**src/rtl/fetch_ctrl.sv**
```systemverilog
// fetch_ctrl: owns the fetch PC of a 4-wide fetch group, drives the four
// instruction-memory read addresses and registers the group into decode-1.
// Handles decode stall, branch redirect (with slot realignment) and halt.
// Optional feature: define FETCH_HALT_LIMIT_EN to halt once the group base PC
// exceeds HALT_LIMIT while advancing.
module fetch_ctrl #(
  parameter int unsigned        PC_W       = 16,
  parameter logic [PC_W-1:0]    RESET_PC   = '0,
  parameter logic [PC_W-1:0]    HALT_LIMIT = PC_W'(100)
) (
  input  logic            clk,
  input  logic            rst_n,
  input  logic            stall,
  input  logic            redirect_valid,
  input  logic [PC_W-1:0] redirect_pc,
  input  logic            halt_req,
  output logic [PC_W-1:0] pc_a,
  output logic [PC_W-1:0] pc_b,
  output logic [PC_W-1:0] pc_c,
  output logic [PC_W-1:0] pc_d,
  output logic            fetch_valid,
  output logic [3:0]      slot_mask,
  output logic [PC_W-1:0] d1_pc,
  output logic [3:0]      d1_mask,
  output logic            d1_valid,
  output logic            halted
);

  typedef enum logic [1:0] {
    RUN    = 2'd0,
    FLUSH  = 2'd1,
    HALTED = 2'd2
  } state_t;

  localparam logic [PC_W-1:0] LP_RESET_PC = {RESET_PC[PC_W-1:3], 3'b000};

  state_t          r_state;
  logic [PC_W-1:0] r_pc;
  logic [1:0]      r_off;
  logic [PC_W-1:0] r_d1_pc;
  logic [3:0]      r_d1_mask;
  logic            r_d1_valid;

  state_t          w_state_nxt;
  logic [PC_W-1:0] w_pc_nxt;
  logic [1:0]      w_off_nxt;
  logic [PC_W-1:0] w_d1_pc_nxt;
  logic [3:0]      w_d1_mask_nxt;
  logic            w_d1_valid_nxt;
  logic [3:0]      w_slot_mask;
  logic            w_limit_hit;
  logic            w_unused;

`ifdef FETCH_HALT_LIMIT_EN
  // Limit halt fires only where the group would otherwise advance
  assign w_limit_hit = (r_state == RUN) && !stall && (r_pc > HALT_LIMIT);
  assign w_unused    = redirect_pc[0];
`else
  assign w_limit_hit = 1'b0;
  assign w_unused    = redirect_pc[0] ^ (^HALT_LIMIT);
`endif

  // Slot i is valid when it lies at or beyond the first-valid offset
  assign w_slot_mask = {1'b1, (r_off <= 2'd2), (r_off <= 2'd1), (r_off == 2'd0)};

  assign pc_a        = r_pc;
  assign pc_b        = r_pc + PC_W'(2);
  assign pc_c        = r_pc + PC_W'(4);
  assign pc_d        = r_pc + PC_W'(6);
  assign fetch_valid = (r_state == RUN);
  assign slot_mask   = w_slot_mask;
  assign d1_pc       = r_d1_pc;
  assign d1_mask     = r_d1_mask;
  assign d1_valid    = r_d1_valid;
  assign halted      = (r_state == HALTED);

  // Next-state: halt > redirect > flush bubble > stall > advance
  always_comb begin
    w_state_nxt    = r_state;
    w_pc_nxt       = r_pc;
    w_off_nxt      = r_off;
    w_d1_pc_nxt    = r_d1_pc;
    w_d1_mask_nxt  = r_d1_mask;
    w_d1_valid_nxt = r_d1_valid;
    if (r_state != HALTED) begin
      if (halt_req || w_limit_hit) begin
        w_state_nxt    = HALTED;
        w_d1_valid_nxt = 1'b0;
      end else if (redirect_valid) begin
        w_state_nxt    = FLUSH;
        w_pc_nxt       = {redirect_pc[PC_W-1:3], 3'b000};
        w_off_nxt      = redirect_pc[2:1];
        w_d1_valid_nxt = 1'b0;
      end else if (r_state == FLUSH) begin
        w_state_nxt    = RUN;
        w_d1_valid_nxt = 1'b0;
      end else if (!stall) begin
        w_d1_pc_nxt    = r_pc;
        w_d1_mask_nxt  = w_slot_mask;
        w_d1_valid_nxt = 1'b1;
        w_pc_nxt       = r_pc + PC_W'(8);
        w_off_nxt      = 2'd0;
      end
    end
  end

  // State, PC and decode-1 registers
  always_ff @(posedge clk or negedge rst_n) begin
    if (!rst_n) begin
      r_state    <= RUN;
      r_pc       <= LP_RESET_PC;
      r_off      <= 2'd0;
      r_d1_pc    <= '0;
      r_d1_mask  <= '0;
      r_d1_valid <= 1'b0;
    end else begin
      r_state    <= w_state_nxt;
      r_pc       <= w_pc_nxt;
      r_off      <= w_off_nxt;
      r_d1_pc    <= w_d1_pc_nxt;
      r_d1_mask  <= w_d1_mask_nxt;
      r_d1_valid <= w_d1_valid_nxt;
    end
  end

endmodule

```
**config.mk**
```make
export PLATFORM = sky130hd
export DESIGN_NAME = fetch_ctrl
export DESIGN_NICKNAME = d
export VERILOG_FILES = /design/src/rtl/fetch_ctrl.sv
export SDC_FILE = /design/constraint.sdc
export NUM_CORES = 1
export LEC_CHECK = 0
export BUFFER_PORTS_ARGS = -buffer_cell sky130_fd_sc_hd__buf_2
export CELL_PAD_IN_SITES_DETAIL_PLACEMENT = 1
export CELL_PAD_IN_SITES_GLOBAL_PLACEMENT = 2
export CORE_ASPECT_RATIO = 1.25
export CORE_MARGIN = 1
export CORE_UTILIZATION = 26
export CTS_BUF_LIST = sky130_fd_sc_hd__clkbuf_16
export DETAILED_ROUTE_END_ITERATION = 6
export PLACE_DENSITY = 0.81
export RECOVER_POWER = 25
export REMOVE_ABC_BUFFERS = 1
export SLEW_MARGIN = 15
export SYNTH_ARGS = -nofsm -noshare
export SYNTH_HDL_FRONTEND = slang
export SYNTH_SLANG_ARGS = --single-unit
```
**constraint.sdc**
```tcl
create_clock -name clk -period 3.9 [get_ports clk]
set_input_delay 0.585 -clock clk [delete_from_list [all_inputs] [get_ports clk]]
set_output_delay 0.585 -clock clk [all_outputs]
set_load 0.01 [all_outputs]
```
==> impl_metrics.csv, run 1 <==
group,metric,value,unit
place,dp_slack,1.26,ns
logic_synthesis,syn_avg_cell_area,8.95,sq um
route,drc,0,
timing,tightest_slew,1.95,ns
clock_network,cts_buffers,5,
place,place_area,2340,sq um
floorplanning,die_w,82.1,um
clock_network,clockBufferDepth,2,
power_and_ir_drop,power.density,414,nW/um^2
grt,overflow,0,
floorplanning,num_rows,36,
logic_synthesis,postSynthCellCount,233,
setup_path,cp_slowest_cell,"or3_1",
floorplanning,die_area,8390,sq um
setup_path,arrival,2.48,ns
clock_network,insertion_delay,0.28,ns
clock_network,path_clk_slew,0.06,ns
final_layout,drive_above_1_share,39.3,%
clock_network,clockRootBuffer,"clkbuf_16",
power_and_ir_drop,power.leakage,1.30,nW
grt,grt_pass1_vias,1677,
logic_synthesis,synth.distinct_cells,40,
clock_network,ctsHtreeMaxLevel,2,
grt,grt_max_degree,36,
logic_synthesis,yosysWarnings,0,
floorplanning,io_pins,112,
timing,min_period,2.33,ns
timing,setup_violations,0,
setup_path,crit_top_cell,"or3_1",
logic_synthesis,ys_ff_latch,35,
logic_synthesis,syn_area,2090,sq um
outcome,status,"finished with violations",
clock_network,cts_hold_buf,0,
timing,slew_viol_final,36,
timing,whs,0.473,ns
grt,antenna_found_initial,0,
timing,max_freq,429,MHz
run,drv_cap,1,
clock_network,post-cts-setup-buffers,0,
timing,hold_viol_final,0,
setup_path,crit_required,4.05,ns
final_layout,final_nets,306,
final_layout,final_util,31.8,%
clock_network,ctsResizeCount,0,
logic_synthesis,seq_area_frac_synth,42.0,%
place,dp.cells,372,
route,wire_per_inst,14.4,um
power_and_ir_drop,ir_worst_vdd,0.000180,V
route,drtIter0Drc,53,
floorplanning,die_height,102,um
final_layout,area_growth,18.8,%
timing,fin_ws,1.57,ns
grt,grtUsageTotal,13.7,%
outcome,violations,"capacitance limit, slew limit",
final_layout,diodes,0,
timing,final.setup.tns,0,ns
grt,grt_pass1_wl,8660,um
place,place_congestion,0.763,
timing,slew_headroom,-30.2,%
route,ant_nets,0,
timing,fin_skew,0.00586,ns
timing,period_share,59.7,%
final_layout,fillCellCount,956,
hold_path,hold_path_class,"flop to flop",
route,via_count,1775,
place,dp_hpwl,3980,um
route,firstDrtPassIters,6,
setup_path,start_kind,"input port",
setup_path,crit_type,"input port to flop",
clock_network,cts_tree,"built",
timing,rsz0062_at_grt,"false",
setup_path,crit_fanout,25,
route,wl,5470,um
power_and_ir_drop,p_total,1.03,mW
floorplanning,core_area,7790,sq um
floorplanning,start_util,26.8,%
place,portBuffers,94,
setup_path,cp_cell_sequence,"buf_2 -> or3_1 -> or3_1 -> o31ai_1 -> a211oi_1",
final_layout,final_cell_count_no_fill,380,
clock_network,cts_sinks,35,
final_layout,design_area,2480,sq um
route,drt-vias-per-instance,4.67,
setup_path,cp_slowest_stage_delay,0.74,ns
setup_path,worstSetupEndpointType,"flop",
## worst max-delay path, delay by kind of cell
| kind | cells | cell delay [ns] |
|---|---|---|
| AND/OR/NAND/NOR | 2 | 1.15 |
| AO/OA/AOI/OAI | 2 | 0.49 |
| buffers and inverters | 1 | 0.25 |
## synth_stat cells
cell	count	area share (%)
buf_4	38	14
dfrtp_1	35	42
clkbuf_1	25	4.5
a21oi_1	15	3.6
nand2_1	13	2.3
o21ai_0	12	2.9
nand3_1	11	2.6
nor2_1	11	2.0
inv_1	9	1.6
mux2_4	7	5.0
nor4_1	5	1.5
a31oi_1	4	1.2
nor3_1	4	0.96
or3_1	4	1.2
a211oi_1	3	1.1
mux2_2	3	1.6
mux2i_1	3	1.4
nand4_1	3	0.90
conb_1	2	0.36
nand2b_1	2	0.60
o211ai_1	2	0.72
o21a_1	2	0.72
o22ai_1	2	0.60
o2bb2ai_1	2	0.84
a211o_1	1	0.42
a311oi_1	1	0.42
a32o_1	1	0.48
and2_0	1	0.30
and3_1	1	0.30
buf_2	1	0.24
buf_6	1	0.54
ha_1	1	0.60
inv_2	1	0.18
nand2b_2	1	0.42
nor2b_1	1	0.30
o21ai_1	1	0.24
o22a_1	1	0.42
o311ai_0	1	0.42
o31ai_1	1	0.36
or4_1	1	0.36
## logic make-up (layout without fill, tap and decap cells)
logic type      after synthesis  count (layout)  share of synthesized area (%)
mux                          13              13                           8.10
other cells                   2              16                          0.360
fa+ha+maj                     1               1                          0.600
buf+inv                      75             113                           20.8
simple gates                 58              58                           13.8
flops                        35              35                           42.0
compound gates               49              49                           14.4
## state kept, by name, summed over array words and instances (netlist names)
register,cells
pc_a,13
d1_mask,4
r_state,2
d1_pc,13
d1_valid,1
r_off,2
## report_power, final
| part | internal [mW] | switching [mW] | total [mW] |
|---|---|---|---|
| Sequential | 0.394 | 0.0425 | 0.437 |
| Clock | 0.233 | 0.153 | 0.386 |
| Combinational | 0.0852 | 0.117 | 0.202 |
| Total | 0.712 | 0.313 | 1.03 |
## path summary, 6_finish.rpt
check	startpoint	to	slack, ns	cells after the start
max	redirect_valid	pc_a[14]	1.57	5
min	d1_mask[3]	d1_mask[3]	0.47	1
max reg2reg	r_state[1]	d1_mask[2]	1.70	3
min reg2reg	d1_mask[3]	d1_mask[3]	0.47	1
max in group asynchronous	rst_n	r_state[0]	1.93	1
min in group asynchronous	rst_n	d1_mask[3]	0.85	1
## cell usage in the layout (no fill, tap or decap), types with 3 or more instances in the layout
cell / count
a211oi_1: 3
a21oi_1: 15
a31oi_1: 4
buf_2: 92
clkbuf_16: 5
conb_1: 16
dfrtp_1: 35
inv_1: 10
mux2_2: 3
mux2_4: 7
mux2i_1: 3
nand2_1: 13
nand3_1: 11
nand4_1: 3
nor2_1: 11
nor3_1: 4
nor4_1: 5
o21ai_0: 12
or3_1: 4
## layout make-up
| class | count | area (sq um) | share of cell area [%] |
|---|---|---|---|
| clock buffer | 5 | 125 | 5.05 |
| tap | 95 | 119 | 4.80 |
| clock inverter | 3 | 16.3 | 0.656 |
| multi-input combinational | 137 | 830 | 33.5 |
| timing repair buffer | 95 | 475 | 19.2 |
| inverter | 10 | 37.5 | 1.51 |
| sequential | 35 | 876 | 35.3 |
## routing by layer
layer	share of wire (%)	vias up	wire length [um]	track usage, %
met1	42	864	2300	17.1
li1	-	837	-	-
met2	51	70	2810	23.5
met4	0.62	0	34	3.78
met3	6.0	4	329	3.04
met5	0	-	0	0
(Power assumes the default switching activity.)
==> run 2, diff against run 1 <==
ABC_AREA = 1   (was not set)
CORE_UTILIZATION = 22   (was 26)
PLACE_DENSITY = 0.74   (was 0.81)
clock period = 2.03 ns   (was 3.9 ns; I/O delays follow)
==> run 2 against run 1 <==
Net effect: the flow now finishes without violations; sequential cell count unchanged; sequential share of layout area fell by 2.5 points; core utilization down 4.5 points; synthesized cell count is 25% higher; register-to-register slack worse by 1.2 ns; first-iteration DRC count increased by 30%; cell count increased by 25%; critical endpoint is now pc_a[11]; highest routed layer unchanged.
==> impl_metrics.csv, run 2 <==
group,metric,value,unit
clock_network,cts_sinks,35,
setup_path,crit_top_cell,"nand2_1",
grt,grt_pass1_wl,9620,um
route,firstDrtPassIters,3,
logic_synthesis,synth_flop_cell,"dfrtp_1",
setup_path,crit_fanout,8,
hold_path,min-delay-start,"redirect_pc[1]",
power_and_ir_drop,p_total,2.61,mW
setup_path,reg2reg_to,"pc_a[11]",
logic_synthesis,syn_area,2240,sq um
floorplanning,start_util,22.9,%
logic_synthesis,postSynthCellCount,292,
setup_path,cp_slowest_stage_delay,0.47,ns
logic_synthesis,yosysTopAreaCell,"dfrtp_1",
timing,min_period,1.57,ns
logic_synthesis,synth_most_common_cell,"nand2_1",
hold_path,hold_end,"r_off[0]",
power_and_ir_drop,power.leakage,1.43,nW
clock_network,cts_buffers,5,
clock_network,clockBufferDepth,2,
grt,overflow,0,
final_layout,area_growth,19.1,%
setup_path,crit_required,2.18,ns
floorplanning,num_rows,40,
final_layout,most-common-layout-cells,"buf_2 (92), nand2_1 (77), dfrtp_1 (35), nor2_1 (31), inv_1 (19)",
timing,max_freq,637,MHz
route,drc,0,
timing,slew_viol_final,0,
hold_path,hold_depth,3,
timing,rsz0062_at_grt,"false",
floorplanning,core_area,9760,sq um
grt,grtUsageTotal,11.8,%
power_and_ir_drop,ir_worst_vdd,0.000314,V
place,dp_hpwl,4560,um
setup_path,worstReg2RegStart,"pc_a[4]",
timing,setup_violations,0,
floorplanning,die_height,115,um
run,drv_cap,0,
logic_synthesis,synth-edff-count,0,
setup_path,worstSetupEndpointType,"flop",
outcome,status,"finished, final reports clean",
clock_network,path_clk_slew,0.06,ns
setup_path,cp_cell_sequence,"ha_1 -> nand2_1 -> nor2_1 -> nand2_1 -> nand2_1 -> nand3_1 -> nand2_1 -> o21ai_0",
logic_synthesis,synth.distinct_cells,29,
logic_synthesis,seq_area_frac_synth,39.1,%
logic_synthesis,yosysWarnings,0,
final_layout,fillCellCount,1211,
setup_path,cp_slowest_cell,"dfrtp_1",
setup_path,reg2reg_slack,0.46,ns
floorplanning,io_pins,112,
hold_path,hold_path_class,"input port to flop",
timing,hold_viol_final,0,
final_layout,final_common_cell,"buf_2",
timing,slew_headroom,18.6,%
final_layout,final_nets,370,
floorplanning,die_area,10600,sq um
route,wire_per_inst,12.6,um
place,portBuffers,94,
route,ant_nets,0,
clock_network,cts_hold_buf,0,
clock_network,ctsResizeCount,0,
setup_path,r2r_cells,8,
final_layout,drive_above_1_share,35.8,%
logic_synthesis,ys_async_sr_fraction,100,%
clock_network,ctsHtreeMaxLevel,2,
logic_synthesis,netlist_top_cells_count,"nand2_1 (77), buf_4 (40), dfrtp_1 (35), nor2_1 (31), inv_1 (18)",
clock_network,insertion_delay,0.28,ns
timing,fin_skew,0.00510,ns
floorplanning,die_w,92.2,um
logic_synthesis,syn_avg_cell_area,7.67,sq um
place,place_congestion,0.763,
setup_path,arrival,1.72,ns
grt,grt_pass1_vias,1873,
grt,grt_max_degree,22,
setup_path,crit_type,"flop to flop",
final_layout,diodes,0,
logic_synthesis,yosys.area.top_type_share,39.1,%
route,wl,6000,um
timing,final.setup.tns,0,ns
logic_synthesis,ys_ff_latch,35,
power_and_ir_drop,power.density,981,nW/um^2
timing,tightest_slew,1.22,ns
route,via_count,1936,
final_layout,regArea,876,sq um
setup_path,start_kind,"flop",
route,drtIter0Drc,69,
clock_network,clockRootBuffer,"clkbuf_16",
clock_network,post-cts-setup-buffers,0,
timing,period_share,77.3,%
route,drt-vias-per-instance,4.08,
clock_network,cts_tree,"built",
grt,antenna_found_initial,0,
logic_synthesis,synthTopCellsByArea,"dfrtp_1 (39%), buf_4 (13%), nand2_1 (13%)",
final_layout,multi_input_area,915,sq um
==> run 2: cell count changes after synthesis, sizes merged, moves of 7 or more <==
cell / change
nand2: +66
nor2: +23
o21ai: +14
a21oi: -13
inv: +11
mux2: -10
clkbuf: -7
nand3: +7
==> run 2: stage by stage <==
stage	instances	hold WS (ns)	util [%]	worst slack (ns)	cell area (sq um)
6_report	475	0.261	27.3	0.460	2670
5_1_grt	475	0.292	27.3	0.282	2670
3_5_place_dp	467	0.319	26.0	0.388	2540
4_1_cts	475	0.0219	27.4	0.410	2680
3_3_place_gp	467	0.315	26.0	0.438	2540
2_1_floorplan	243	0.00891	-	0.437	1870
==> run 2: cells by family after synthesis <==
group           after synthesis  synth area share [%]
compound gates               35                  12.0
xor+xnor                      2                 0.783
fa+ha+maj                     1                 0.559
buf+inv                      84                  22.4
flops                        35                  39.1
other cells                   2                 0.336
simple gates                133                  24.9
==> run 2: per-layer routing <==
layer  GRT usage, %  wire length [um]  up-vias
met5              0                 0        -
met3           2.71               270        5
li1               -                 -      960
met1           14.2              2590      915
met4           3.75                60        0
met2           20.9              3080       56
==> run 2: layout make-up <==
type / count / share of cell area [%]
multi-input cells: 187 / 34.3
well taps: 126 / 5.91
clock inverters: 3 / 0.422
inverters: 21 / 2.96
flip-flops and latches: 35 / 32.8
repair buffers: 98 / 18.9
clock buffers: 5 / 4.69
==> run 2: how the worst max path moves through the flow <==
stage	end	start	slack (ns)
after global placement	pc_a[6]	redirect_valid	0.44
after floorplan	pc_a[11]	pc_a[4]	0.44
after detailed placement	pc_a[7]	redirect_valid	0.39
after global routing	pc_a[11]	pc_a[4]	0.28
final	pc_a[11]	pc_a[4]	0.46
after CTS	pc_a[11]	pc_a[4]	0.41
==> run 2: where the power goes <==
part           switching (mW)  internal, mW
Combinational           0.537         0.349
Clock                   0.291         0.442
Sequential              0.189         0.807
==> run 2: critical path: cells and delay by family, from the launching register on <==
kind	cells	cell delay, ns
flops	1	0.47
simple gates	6	0.65
compound gates	1	0.07
fa+ha+maj	1	0.25
==> run 3, diff against run 2 <==
CORE_UTILIZATION = 24   (was 22)
PLACE_DENSITY = 0.77   (was 0.74)
clock period = 1.5 ns   (was 2.03 ns; I/O delays follow)
==> run 3 against run 2 <==
Net effect: wire length shrank 0.48%; non-clock buffer count grew 10; global-route usage grew 0.76 points; first-iteration DRC count shrank 26%; clock-buffer cell count is the same; die area shrank 8.2%; cell area grew 3.7%; sequential share of layout area shrank 1.1 points; clock skew shrank 0.0012 ns; total power grew 40%; hold slack lost 0.099 ns; critical path type unchanged; largest cell class unchanged.
==> impl_metrics.csv, run 3 (synthesis results as in run 2) <==
group,metric,value,unit
setup_path,crit_fanout,4,
power_and_ir_drop,p_total,3.66,mW
timing,tightest_slew,0.935,ns
route,ant_nets,0,
timing,slew_headroom,37.6,%
setup_path,crit_type,"flop to flop",
grt,antenna_found_initial,0,
clock_network,cts_sinks,35,
final_layout,final_common_cell,"buf_2",
timing,max_freq,727,MHz
timing,hold_viol_final,0,
setup_path,crit_top_cell,"nand2_1",
route,wire_per_inst,12.4,um
floorplanning,die_height,110,um
setup_path,cp_num_cells,8,
final_layout,design_area,2760,sq um
setup_path,start_kind,"flop",
clock_network,insertion_delay,0.28,ns
power_and_ir_drop,ir_worst_vdd,0.000468,V
setup_path,worstReg2RegStart,"pc_a[3]",
route,drc,0,
setup_path,r2r_cells,8,
power_and_ir_drop,power.leakage,1.49,nW
final_layout,diodes,0,
final_layout,most-common-layout-cells,"buf_2 (94), nand2_1 (77), dfrtp_1 (34), nor2_1 (29), inv_1 (19)",
setup_path,reg2reg_to,"pc_a[13]",
timing,period_share,91.7,%
clock_network,clockBufferDepth,2,
outcome,status,"finished, final reports clean",
grt,grt_pass1_wl,9140,um
grt,grtUsageTotal,12.6,%
place,dp_hpwl,4420,um
setup_path,reg2reg_slack,0.12,ns
final_layout,fillCellCount,1168,
grt,grt_pass1_vias,1882,
route,via_count,1976,
setup_path,path_buf_inv,0,
route,drt-vias-per-instance,4.10,
final_layout,area_growth,23.5,%
final_layout,final_nets,380,
route,wl_met1,2450,um
floorplanning,num_rows,39,
power_and_ir_drop,power.density,1320,nW/um^2
hold_path,hold_path_class,"input port to async pin",
timing,final.setup.tns,0,ns
grt,overflow,0,
clock_network,cts_tree,"built",
setup_path,crit_required,1.67,ns
clock_network,path_clk_slew,0.06,ns
route,wl,5970,um
grt,grt_max_degree,36,
timing,min_period,1.38,ns
setup_path,cp_slowest_stage_delay,0.39,ns
clock_network,ctsHtreeMaxLevel,2,
clock_network,cts_buffers,5,
place,place_congestion,0.741,
timing,slew_viol_final,0,
route,top_layer_used,"met4",
floorplanning,die_w,88.4,um
place,dp.cells,472,
floorplanning,start_util,24.7,%
final_layout,drive_above_1_share,39.8,%
setup_path,cp_top_family,"simple AND/OR/NAND/NOR gates",
setup_path,cp_slowest_cell,"dfrtp_1",
place,portBuffers,94,
clock_network,clockRootBuffer,"clkbuf_16",
setup_path,cp_cell_sequence,"ha_2 -> nand3_1 -> nor2_4 -> nand2_1 -> nand2_1 -> nand3_1 -> nand2_1 -> nand2_1",
floorplanning,core_area,9080,sq um
route,wl_met3,352,um
setup_path,worstSetupEndpointType,"flop",
clock_network,cts_hold_buf,0,
timing,fin_skew,0.00395,ns
route,drtIter0Drc,51,
timing,setup_violations,0,
route,met2WireLength,3080,um
timing,whs,0.162,ns
place,place_area,2580,sq um
run,drv_cap,0,
setup_path,arrival,1.55,ns
route,firstDrtPassIters,4,
floorplanning,die_area,9720,sq um
floorplanning,io_pins,112,
final_layout,final_cell_count_no_fill,482,
[run 3: metrics by stage]
| step | utilization [%] | setup WS, ns |
|---|---|---|
| after floorplan | - | -0.0934 |
| after global placement | 28.5 | 0.0999 |
| after detailed placement | 28.5 | 0.0518 |
| after CTS | 30.0 | 0.00255 |
| after global routing | 30.5 | -0.00865 |
| final | 30.5 | 0.125 |
[run 3: power by group]
| group | total [mW] | switching [mW] | leakage (nW) | internal [mW] |
|---|---|---|---|---|
| combinational | 1.39 | 0.836 | 0.972 | 0.559 |
| sequential | 1.28 | 0.182 | 0.449 | 1.09 |
| clock | 0.987 | 0.390 | 0.0701 | 0.598 |
| total | 3.66 | 1.41 | 1.49 | 2.25 |
[run 3: cell type report]
type                    count  area, sq um  area share [%]
clock buffers               5          125            4.53
clock inverters             3         11.3           0.407
inverters                  21         78.8            2.85
multi-input cells         187          932            33.7
flip-flops and latches     35          877            31.7
well taps                 123          154            5.57
repair buffers            108          586            21.2
[run 3: metal layers]
layer | GRT usage, % | vias to the layer above
met3 | 2.83 | 7
met2 | 22.9 | 71
met5 | 0 | -
met4 | 4.84 | 0
met1 | 14.2 | 923
li1 | - | 975
[run 3: worst max path at each step]
stage	from	end	slack (ns)
global route	pc_a[3]	pc_a[9]	-0.009
finish	pc_a[3]	pc_a[13]	0.12
detailed placement	pc_a[3]	pc_a[11]	0.05
CTS	pc_a[3]	pc_a[13]	0.003
global placement	pc_a[3]	pc_a[13]	0.1
floorplan	pc_a[4]	pc_a[11]	-0.09
[run 3: worst register-to-register path: stages, from the launching register on]
cell	delay, ns
dfrtp_1	0.39
ha_2	0.23
nand3_1	0.18
nor2_4	0.16
nand2_1	0.06
nand2_1	0.06
nand3_1	0.07
nand2_1	0.07
nand2_1	0.05
[run 3: what timing repair did]
item                       4_1_cts  5_1_grt
setup buffers                    0        2
setup endpoints to repair        0        5
gates resized for setup          0        6
